==> config.mk <==
export PLATFORM = sky130hd
export DESIGN_NAME = conv_inst_sequencer
export DESIGN_NICKNAME = d
export VERILOG_FILES = /design/src/rtl/conv_inst_sequencer_pkg.sv /design/src/rtl/onij_mapper.sv /design/src/rtl/conv_inst_sequencer.sv
export SDC_FILE = /design/constraint.sdc
export NUM_CORES = 1
export LEC_CHECK = 0
export CORE_MARGIN = 3
export CORE_UTILIZATION = 60
export DETAILED_ROUTE_END_ITERATION = 8
export HOLD_SLACK_MARGIN = 0.1
export PLACE_DENSITY = 0.95
export SKIP_LAST_GASP = 1
export SYNTH_ARGS = -nofsm -noshare
export SYNTH_HDL_FRONTEND = slang
export SYNTH_HIERARCHICAL = 1
export SYNTH_SLANG_ARGS = --single-unit
==> constraint.sdc <==
create_clock -name clk -period 9.9 [get_ports clk]
set_input_delay 1.98 -clock clk [delete_from_list [all_inputs] [get_ports clk]]
set_output_delay 1.98 -clock clk [all_outputs]
set_load 0.05 [all_outputs]
==> src/rtl/conv_inst_sequencer_pkg.sv <==
// Shared definitions for the convolution instruction sequencer: instruction
// word bit positions, FSM state codes and the idle instruction word.
package conv_inst_sequencer_pkg;

    localparam int INST_W = 64;
    localparam int CNT_W  = 16;
    localparam int POS_W  = 8;

    localparam int B_REN_PMEM    = 35;
    localparam int B_SFU_PASS    = 34;
    localparam int B_ACC         = 33;
    localparam int B_CEN_PMEM    = 32;
    localparam int B_WEN_PMEM    = 31;
    localparam int B_A_PMEM_LSB  = 20;
    localparam int B_CEN_XMEM    = 19;
    localparam int B_WEN_XMEM    = 18;
    localparam int B_A_XMEM_LSB  = 7;
    localparam int B_OFIFO_RD    = 6;
    localparam int B_IFIFO_WR    = 5;
    localparam int B_IFIFO_RD    = 4;
    localparam int B_L0_RD       = 3;
    localparam int B_L0_WR       = 2;
    localparam int B_EXECUTE     = 1;
    localparam int B_LOAD        = 0;

    typedef logic [2:0] state_t;

    localparam state_t S_IDLE   = 3'd0;
    localparam state_t S_WL0    = 3'd1;
    localparam state_t S_WPE    = 3'd2;
    localparam state_t S_SETTLE = 3'd3;
    localparam state_t S_EXEC   = 3'd4;
    localparam state_t S_DRAIN  = 3'd5;
    localparam state_t S_DONE   = 3'd6;

    // Both memories disabled with write-enables inactive (high), all else low.
    localparam logic [INST_W-1:0] IDLE_INST = 64'h0000_0001_800C_0000;

endpackage

==> src/rtl/onij_mapper.sv <==
// Maps the index of each OFIFO row read to its partial-sum address for the
// current kernel position, using position counters instead of dividers.
module onij_mapper
    import conv_inst_sequencer_pkg::*;
#(
    parameter int IN_W   = 6,
    parameter int K      = 3,
    parameter int ADDR_W = 11
) (
    input  logic              clk,
    input  logic              reset,
    input  logic              clr_i,
    input  logic              adv_i,
    input  logic              kij_clr_i,
    input  logic              kij_adv_i,
    output logic              valid_o,
    output logic [ADDR_W-1:0] addr_o
);

    localparam logic [POS_W-1:0]        NX_LAST  = POS_W'(IN_W - 1);
    localparam logic [3:0]              KX_LAST  = 4'(K - 1);
    localparam logic signed [POS_W+1:0] OUT_W_S  = (POS_W + 2)'(IN_W - K + 1);
    localparam logic [19:0]             OUT_W_U  = 20'(IN_W - K + 1);

    logic [POS_W-1:0]        nx_q, nx_d, ny_q, ny_d;
    logic [3:0]              kx_q, kx_d, ky_q, ky_d;
    logic signed [POS_W+1:0] ox_s, oy_s;
    logic [19:0]             addr_full_s;
    logic                    valid_s;

    // Input column/row of the next OFIFO read.
    always_comb begin
        nx_d = nx_q;
        ny_d = ny_q;
        if (clr_i) begin
            nx_d = '0;
            ny_d = '0;
        end else if (adv_i) begin
            if (nx_q == NX_LAST) begin
                nx_d = '0;
                ny_d = ny_q + POS_W'(1);
            end else begin
                nx_d = nx_q + POS_W'(1);
            end
        end else begin
            nx_d = nx_q;
        end
    end

    // Kernel column/row of the current kernel position.
    always_comb begin
        kx_d = kx_q;
        ky_d = ky_q;
        if (kij_clr_i) begin
            kx_d = '0;
            ky_d = '0;
        end else if (kij_adv_i) begin
            if (kx_q == KX_LAST) begin
                kx_d = '0;
                ky_d = ky_q + 4'd1;
            end else begin
                kx_d = kx_q + 4'd1;
            end
        end else begin
            kx_d = kx_q;
        end
    end

    // Position registers.
    always_ff @(posedge clk) begin
        if (!reset) begin
            nx_q <= '0;
            ny_q <= '0;
            kx_q <= '0;
            ky_q <= '0;
        end else begin
            nx_q <= nx_d;
            ny_q <= ny_d;
            kx_q <= kx_d;
            ky_q <= ky_d;
        end
    end

    // Output pixel coordinates, range check and linear address.
    always_comb begin
        ox_s        = $signed({2'b00, nx_q}) - $signed({{(POS_W - 2){1'b0}}, kx_q});
        oy_s        = $signed({2'b00, ny_q}) - $signed({{(POS_W - 2){1'b0}}, ky_q});
        valid_s     = !ox_s[POS_W+1] && (ox_s < OUT_W_S) &&
                      !oy_s[POS_W+1] && (oy_s < OUT_W_S);
        addr_full_s = {{(19 - POS_W){1'b0}}, ox_s[POS_W:0]} +
                      ({{(19 - POS_W){1'b0}}, oy_s[POS_W:0]} * OUT_W_U);
        if (valid_s) begin
            addr_o = addr_full_s[ADDR_W-1:0];
        end else begin
            addr_o = '0;
        end
        valid_o = valid_s;
    end

endmodule

==> src/rtl/conv_inst_sequencer.sv <==
// Sequences one full convolution pass: per kernel position it loads weights
// into L0 and the PE array, streams activations, and accumulates OFIFO rows.
module conv_inst_sequencer
    import conv_inst_sequencer_pkg::*;
#(
    parameter int ROW    = 8,
    parameter int COL    = 8,
    parameter int IN_W   = 6,
    parameter int K      = 3,
    parameter int ADDR_W = 11,
    parameter int WBASE  = 1024,
    parameter int GAP    = 10
) (
    input  logic              clk,
    input  logic              reset,
    input  logic              start,
    input  logic              ofifo_valid,
    output logic [INST_W-1:0] inst,
    output logic              busy,
    output logic              done,
    output logic [3:0]        kij
);

    localparam int NIJ = IN_W * IN_W;
    localparam int KIJ = K * K;

    localparam logic [CNT_W-1:0]  WL0_LAST    = CNT_W'(COL);
    localparam logic [CNT_W-1:0]  WPE_LAST    = CNT_W'(COL + ROW);
    localparam logic [CNT_W-1:0]  SETTLE_LAST = CNT_W'(GAP - 1);
    localparam logic [CNT_W-1:0]  NIJ_C       = CNT_W'(NIJ);
    localparam logic [3:0]        KIJ_LAST    = 4'(KIJ - 1);
    localparam logic [ADDR_W-1:0] WBASE_A     = ADDR_W'(WBASE);
    localparam logic [ADDR_W-1:0] COL_A       = ADDR_W'(COL);

    state_t             state_q, state_d;
    logic [CNT_W-1:0]   cnt_q, cnt_d;
    logic [CNT_W-1:0]   rd_cnt_q, rd_cnt_d;
    logic [3:0]         kij_q, kij_d;

    logic               rd_s;
    logic               rd_done_s;
    logic               rd_clr_s;
    logic               kij_clr_s;
    logic               kij_adv_s;
    logic               map_valid_s;
    logic [ADDR_W-1:0]  map_addr_s;
    logic [ADDR_W-1:0]  wl_addr_s;
    logic [INST_W-1:0]  inst_s;

    // A row is taken whenever one is offered and the position still expects rows.
    always_comb begin
        rd_s      = ((state_q == S_EXEC) || (state_q == S_DRAIN)) &&
                    ofifo_valid && (rd_cnt_q < NIJ_C);
        rd_done_s = ((rd_cnt_q + {{(CNT_W - 1){1'b0}}, rd_s}) == NIJ_C);
    end

    onij_mapper #(
        .IN_W   (IN_W),
        .K      (K),
        .ADDR_W (ADDR_W)
    ) u_mapper (
        .clk       (clk),
        .reset     (reset),
        .clr_i     (rd_clr_s),
        .adv_i     (rd_s),
        .kij_clr_i (kij_clr_s),
        .kij_adv_i (kij_adv_s),
        .valid_o   (map_valid_s),
        .addr_o    (map_addr_s)
    );

    // Phase sequencing and per-position bookkeeping.
    always_comb begin
        state_d   = state_q;
        cnt_d     = cnt_q;
        rd_cnt_d  = rd_cnt_q;
        kij_d     = kij_q;
        rd_clr_s  = 1'b0;
        kij_clr_s = 1'b0;
        kij_adv_s = 1'b0;
        case (state_q)
            S_IDLE: begin
                if (start) begin
                    state_d   = S_WL0;
                    cnt_d     = '0;
                    rd_cnt_d  = '0;
                    kij_d     = 4'd0;
                    rd_clr_s  = 1'b1;
                    kij_clr_s = 1'b1;
                end else begin
                    state_d = S_IDLE;
                end
            end
            S_WL0: begin
                if (cnt_q == WL0_LAST) begin
                    state_d = S_WPE;
                    cnt_d   = '0;
                end else begin
                    cnt_d = cnt_q + 16'd1;
                end
            end
            S_WPE: begin
                if (cnt_q == WPE_LAST) begin
                    state_d = S_SETTLE;
                    cnt_d   = '0;
                end else begin
                    cnt_d = cnt_q + 16'd1;
                end
            end
            S_SETTLE: begin
                if (cnt_q == SETTLE_LAST) begin
                    state_d = S_EXEC;
                    cnt_d   = '0;
                end else begin
                    cnt_d = cnt_q + 16'd1;
                end
            end
            S_EXEC, S_DRAIN: begin
                rd_cnt_d = rd_cnt_q + {{(CNT_W - 1){1'b0}}, rd_s};
                if ((state_q == S_DRAIN) || (cnt_q == NIJ_C)) begin
                    cnt_d = '0;
                    // Leave the position only once the last of its rows is taken.
                    if (rd_done_s) begin
                        rd_cnt_d = '0;
                        rd_clr_s = 1'b1;
                        if (kij_q == KIJ_LAST) begin
                            state_d = S_DONE;
                        end else begin
                            state_d   = S_WL0;
                            kij_d     = kij_q + 4'd1;
                            kij_adv_s = 1'b1;
                        end
                    end else begin
                        state_d = S_DRAIN;
                    end
                end else begin
                    cnt_d = cnt_q + 16'd1;
                end
            end
            S_DONE: begin
                state_d = S_IDLE;
            end
            default: begin
                state_d = S_IDLE;
                cnt_d   = '0;
            end
        endcase
    end

    // Sequencer state registers.
    always_ff @(posedge clk) begin
        if (!reset) begin
            state_q  <= S_IDLE;
            cnt_q    <= '0;
            rd_cnt_q <= '0;
            kij_q    <= 4'd0;
        end else begin
            state_q  <= state_d;
            cnt_q    <= cnt_d;
            rd_cnt_q <= rd_cnt_d;
            kij_q    <= kij_d;
        end
    end

    // Instruction word for the current phase cycle.
    always_comb begin
        inst_s    = IDLE_INST;
        wl_addr_s = WBASE_A + (ADDR_W'(kij_q) * COL_A) + cnt_q[ADDR_W-1:0];
        case (state_q)
            S_WL0: begin
                if (cnt_q < WL0_LAST) begin
                    inst_s[B_CEN_XMEM]                   = 1'b0;
                    inst_s[B_A_XMEM_LSB +: ADDR_W]       = wl_addr_s;
                end else begin
                    inst_s[B_CEN_XMEM]                   = 1'b1;
                end
                inst_s[B_L0_WR] = (cnt_q != 16'd0);
            end
            S_WPE: begin
                inst_s[B_L0_RD] = 1'b1;
                inst_s[B_LOAD]  = (cnt_q != 16'd0);
            end
            S_EXEC: begin
                if (cnt_q < NIJ_C) begin
                    inst_s[B_CEN_XMEM]                   = 1'b0;
                    inst_s[B_A_XMEM_LSB +: ADDR_W]       = cnt_q[ADDR_W-1:0];
                end else begin
                    inst_s[B_CEN_XMEM]                   = 1'b1;
                end
                inst_s[B_L0_WR]   = (cnt_q != 16'd0);
                inst_s[B_L0_RD]   = (cnt_q != 16'd0);
                inst_s[B_EXECUTE] = (cnt_q != 16'd0);
            end
            default: begin
                inst_s = IDLE_INST;
            end
        endcase
        if (rd_s) begin
            inst_s[B_OFIFO_RD] = 1'b1;
            inst_s[B_SFU_PASS] = (kij_q == 4'd0);
            inst_s[B_ACC]      = (kij_q != 4'd0);
            // Rows that fall outside the output map are read and dropped.
            if (map_valid_s) begin
                inst_s[B_CEN_PMEM]             = 1'b0;
                inst_s[B_WEN_PMEM]             = 1'b0;
                inst_s[B_A_PMEM_LSB +: ADDR_W] = map_addr_s;
            end else begin
                inst_s[B_CEN_PMEM]             = 1'b1;
            end
        end else begin
            inst_s[B_OFIFO_RD] = 1'b0;
        end
    end

    // Status outputs decoded from the state register.
    always_comb begin
        inst = inst_s;
        busy = (state_q != S_IDLE) && (state_q != S_DONE);
        done = (state_q == S_DONE);
        kij  = kij_q;
    end

endmodule

==> results.toml, run 1 <==
[status]
status = "finished, final reports clean"

[sta]
slew_headroom = 0.275
slew_violations = 0
skew_ns = 0.0159
fmax_mhz = 154
tightest_slew_ns = 1.08
final.setup.worst_slack_ns = 3.40
setup_tns_ns = 0
final.period_utilization = 0.657
setup_violations = 0
fin_crit_ns = 6.50
hold_viol_final = 0
rsz0062_at_grt = "no"

[floorplan]
die_h_um = 98.5
ios = 74
die_x_um = 98.5
std_cell_rows = 33
core_area_um2 = 8260
die_area_um2 = 9710
initial_core_util = 0.622

[cts]
cts-htree-levels = 3
cts_buffers = 9
cts.sinks = 63
tritoncts = "done"
clock-root-buffer = "clkbuf_8"
ctsResizeCount = 0
cts_hold_buf = 0
clock_latency_ns = 0.34
cts_setup_buffers = 0
clk_pin_slew_ns = 0.06
clk_path_buf_depth = 2

[logic_synthesis]
yosys_warnings = 6
synth_top_area_share = 0.245
synthArstFlopShare = 0
seq_area_frac_synth = 0.245
ys_types = 72
yosysTopAreaCell = "dfxtp_1"
syn_avg_cell_area_um2 = 7.73
synth_area_um2 = 5140
syn_inst = 665
synthTopCellsByArea = "dfxtp_1, ha_1, nor2_1"
ys_ff_latch = 63
ys.flop_type = "dfxtp_1"
synth_edf_count = 0

[global_route]
met3_usage = 0.0502
grt_util_all_layers = 0.247
top_usage_layer = "met2"
grt_max_degree = 25
overflow = 0
grt_pass1_vias = 4464
use_met1 = 0.304
grtUsageMet2 = 0.428
antenna_found_initial = 0
grt_pass1_wl_um = 20300

[power]
switchingPower_mw = 0.171
p_per_area_nw_per_um2 = 102
clkPwrFrac = 0.384
p_int_mw = 0.393
peakVddDrop_uv = 69.7
p_sw_frac = 0.303
p_leak_nw = 2.18
pwr-share-seq = 0.461
power_frac_comb = 0.155

[place]
place_area_um2 = 5320
hpwl_um = 8890
place_congestion = 0.921
pre_cts_slack_ns = 3.50
io_buffer_count = 38

[critical_path]
cp-start-kind = "register"
crit_start = "u_mapper/kx_q[0]$_SDFFE_PP0P_"
criticalPathCategory = "reg2out"
reg2reg_from = "rd_cnt_q[8]$_SDFFE_PN0P_"
cp_max_fo = 7
worst_setup_path_end_kind = "primary output"
cp.arrival_ns = 4.52
worstPathRequired_ns = 7.92

[drt]
drt-initial-drc-count = 478
drt-total-wl_um = 12000
ant_nets = 0
dr.pass1.iters = 6
drc_errors = 0
avgViaCountPerCell = 6.08
drt-wirelength-per-cell_um = 15.3
num_vias = 4774

[finish]
num-nets-final = 715
fin_area_um2 = 5510
layout-drive-gt1-share = 0.0603
diodes = 0
area_growth_pct = 7.21

[min_path]
min_from = "cnt_q[8]$_SDFFE_PN0P_"
hold_class = "reg2reg"

[job]
cap_violations = 0
path summary, 6_finish.rpt:
check / slack [ns] / depth (start not counted) / to
setup / recovery: 3.40 / 15 / inst[28]
hold / removal: 0.49 / 2 / cnt_q[8]$_SDFFE_PN0P_
setup reg to reg: 5.27 / 16 / u_mapper/ky_q[3]$_SDFFE_PP0P_
hold reg to reg: 0.49 / 2 / cnt_q[8]$_SDFFE_PN0P_
Yosys cell counts, types with 5 or more instances:
master	number
buf_4	39
nor2b_1	8
and3_1	22
nor3_1	19
nor4_1	7
buf_2	9
nor2_1	81
ha_1	30
xor2_1	24
or3_1	7
o21ai_0	20
a211oi_1	6
inv_1	33
a21oi_1	29
nand2_1	53
nand2b_1	7
xnor2_1	28
a31oi_1	8
nand4_1	20
dfxtp_1	63
a311oi_1	6
and2_1	7
nand4b_1	6
clkbuf_1	18
a21o_1	8
buf_6	5
nand3_1	26
worst max-delay path, stage by stage (launching register included):
cell and delay (ns):
dfxtp_1 0.48, ha_1 0.22, inv_1 0.05, fa_1 0.40, a21o_1 0.17, a21oi_1 0.24
xnor2_1 0.18, inv_1 0.07, ha_1 0.35, nor2b_1 0.16, o21a_1 0.20, o2111a_1 0.24
a311oi_1 0.38, nor3_1 0.11, and3_1 0.23, clkdlybuf4s50_1 0.70
kinds of logic (layout without fill, tap and decap cells):
logic type | count (synthesis) | count (layout) | share of synthesized area
multiplexers | 5 | 5 | 0.00998
flip-flops | 63 | 63 | 0.245
buffers and inverters | 105 | 88 | 0.115
AO/OA/AOI/OAI | 106 | 106 | 0.140
XOR/XNOR | 52 | 52 | 0.0886
AND/OR/NAND/NOR | 297 | 297 | 0.310
adder cells (fa/ha/maj) | 34 | 34 | 0.0886
other | 3 | 35 | 0.00219
power groups by stage:
stage	clock network [mW]	logic [mW]	registers [mW]
after floorplan	0	0.0842	0.263
after global placement	0	0.0843	0.265
after detailed placement	0	0.0861	0.265
after CTS	0.219	0.0865	0.260
after global routing	0.231	0.0927	0.260
final	0.216	0.0876	0.260
metrics by stage:
stage          instances  power [mW]  hold WS, ns   util
6_report             785       0.564        0.491  0.667
5_1_grt              785       0.584        0.525  0.667
4_1_cts              785       0.565        0.492  0.667
3_5_place_dp         771       0.351        0.484  0.645
3_3_place_gp         771       0.349        0.464  0.645
2_1_floorplan        697       0.347        0.452      -
registers in the layout (all words and copies together), names as in the netlist:
signal / cells
u_mapper/nx_q: 8
state_q: 3
rd_cnt_q: 16
u_mapper/ny_q: 8
kij: 4
u_mapper/ky_q: 4
u_mapper/kx_q: 4
cnt_q: 16
layout by cell type, fill, tap and decap left out, types with 10 or more instances in the layout:
| cell type | count |
|---|---|
| a21oi_1 | 29 |
| and3_1 | 22 |
| clkbuf_8 | 10 |
| clkdlybuf4s50_1 | 38 |
| conb_1 | 35 |
| dfxtp_1 | 63 |
| ha_1 | 30 |
| inv_1 | 33 |
| nand2_1 | 53 |
| nand3_1 | 26 |
| nand4_1 | 20 |
| nor2_1 | 81 |
| nor3_1 | 19 |
| o21ai_0 | 20 |
| xnor2_1 | 28 |
| xor2_1 | 24 |
area by class of cell:
class	instances	area, µm²
Timing Repair Buffer	40	395
Fill cell	636	2750
Clock inverter	4	47.5
Inverter	34	128
Sequential cell	63	1260
Multi-Input combinational cell	529	3410
Clock buffer	10	138
Tap cell	105	131
routing by layer:
layer / routed length, µm / part of all wire / vias to the layer above
li1: - / - / 2280
met1: 4910 / 0.41 / 2216
met2: 5910 / 0.49 / 249
met3: 1010 / 0.084 / 29
met4: 205 / 0.017 / 0
met5: 0 / 0 / -
Note: power is estimated with default switching activity, not from simulation.
==> run 2: changes to the inputs <==
CORE_UTILIZATION = 50   (was 60)
PLACE_DENSITY = 0.89   (was 0.95)
clock period = 5.9 ns   (was 9.9 ns; I/O delays follow)
==> results.toml, run 2 (synthesized netlist as in run 1, its figures left out) <==
[status]
status = "finished, final reports clean"

[critical_path]
cp-start-kind = "register"
crit_chain = "ha_1 -> inv_1 -> fa_1 -> a21o_1 -> a21oi_1 -> nand2_1 -> xnor2_1 -> ha_1 -> nand4_1 -> a21oi_1 -> o21ai_0 -> a211oi_2 -> and3_1 -> clkdlybuf4s50_1"
crit_buf_inv = 2
criticalPathCategory = "reg2out"
crit_path_top_delay_cell = "clkdlybuf4s50_1"
cp_slowest_stage_delay_ns = 0.80
worst_setup_path_end_kind = "primary output"
cp.depth = 14
cp_top_family = "compound AO/OA/AOI/OAI gates"
worstPathRequired_ns = 4.72
r2r.worst_path.cells = 15
cp_max_fo = 7
cp.arrival_ns = 4.41

[floorplan]
initial_core_util = 0.521
std_cell_rows = 36
ios = 74
die_area_um2 = 11500
die_x_um = 107
core_area_um2 = 9860
die_h_um = 107

[power]
p_int_mw = 0.708
finalPower_mw = 1.01
p_sw_frac = 0.296
p_leak_nw = 2.20
peakVddDrop_uv = 121
p_per_area_nw_per_um2 = 180
clkPwrFrac = 0.420
power_frac_comb = 0.146
pwr-share-seq = 0.433
switchingPower_mw = 0.298

[cts]
cts-htree-levels = 3
cts_buffers = 9
cts_hold_buf = 0
ctsResizeCount = 0
clk_pin_slew_ns = 0.07
clock_latency_ns = 0.35
clk_path_buf_depth = 2
cts.sinks = 63
tritoncts = "done"
cts_setup_buffers = 0
clock-root-buffer = "clkbuf_8"

[drt]
drc_errors = 0
drt-wirelength-per-cell_um = 15.1
num_vias = 4708
avgViaCountPerCell = 5.78
ant_nets = 0
drt-initial-drc-count = 311
drt-total-wl_um = 12300
dr.pass1.iters = 5

[finish]
post-route-util = 0.566
final_cell_mix = "nor2_1, dfxtp_1, nand2_1"
top_regs = "cnt_q x16, rd_cnt_q x16"
fin_area_um2 = 5580
area_growth_pct = 8.57
diodes = 0
n_fill_cell = 838
num-nets-final = 715
layout-drive-gt1-share = 0.0630
layout_commonest_cell = "nor2_1"

[sta]
slew_violations = 0
tightest_slew_ns = 1.02
hold_viol_final = 0
setup_tns_ns = 0
finalHoldWorstSlack_ns = 0.488
fmax_mhz = 179
rsz0062_at_grt = "no"
slew_headroom = 0.316
skew_ns = 0.0119
final.period_utilization = 0.947
setup_violations = 0
fin_crit_ns = 5.59

[global_route]
grt_pass1_wl_um = 20100
grt_max_degree = 24
grt_pass1_vias = 4388
grt_util_all_layers = 0.209
antenna_found_initial = 0
overflow = 0

[place]
place_area_um2 = 5360
io_buffer_count = 38
hpwl_um = 9020
place_congestion = 0.982

[min_path]
hold-path-cell-count = 2
hold_class = "reg2reg"

[job]
cap_violations = 0
[run 2: power by group through the flow]
stage / sequential [mW] / clock [mW] / combinational [mW]
after global routing: 0.436 / 0.447 / 0.157
final: 0.436 / 0.423 / 0.147
after global placement: 0.445 / 0 / 0.142
after CTS: 0.435 / 0.427 / 0.146
after detailed placement: 0.445 / 0 / 0.145
after floorplan: 0.441 / 0 / 0.141
[run 2: routing by layer]
layer	vias up	wire length [µm]	global-route usage
met2	208	5880	0.361
met1	2173	5160	0.257
met4	0	346	0.0911
li1	2276	-	-
met5	-	0	0
met3	51	880	0.0342
[run 2: final timing paths]
| check | start | to | slack, ns |
|---|---|---|---|
| min | cnt_q[8]$_SDFFE_PN0P_ | cnt_q[8]$_SDFFE_PN0P_ | 0.49 |
| max reg2reg | state_q[2]$_SDFFE_PN0P_ | u_mapper/ky_q[3]$_SDFFE_PP0P_ | 1.27 |
| min reg2reg | cnt_q[8]$_SDFFE_PN0P_ | cnt_q[8]$_SDFFE_PN0P_ | 0.49 |
| max | u_mapper/kx_q[0]$_SDFFE_PP0P_ | inst[29] | 0.31 |
[run 2: area by class of cell]
| type | count | area (µm²) | area share |
|---|---|---|---|
| Timing Repair Buffer | 40 | 393 | 0.0704 |
| Clock buffer | 11 | 141 | 0.0253 |
| Clock inverter | 5 | 81.3 | 0.0146 |
| Sequential cell | 63 | 1260 | 0.226 |
| Tap cell | 133 | 166 | 0.0298 |
| Inverter | 34 | 128 | 0.0229 |
| Multi-Input combinational cell | 529 | 3410 | 0.611 |
[run 2: per-stage QoR]
step	cells	setup WS, ns
floorplan	697	1.07
global placement	799	0.744
detailed placement	799	0.438
CTS	815	0.343
global route	815	0.161
finish	815	0.312
[run 2: worst register-to-register path: stages (launching register included)]
cell and delay [ns]:
dfxtp_1 0.62, nor2b_1 0.30, nand4_1 0.12, a21oi_1 0.28
ha_1 0.33, ha_1 0.32, and3_4 0.24, and3_4 0.23
nand4_1 0.20, a211oi_4 0.39, and3_2 0.28, nor2b_1 0.40
nor3b_2 0.41, nand4_1 0.16, xnor2_1 0.17, nor2_1 0.05
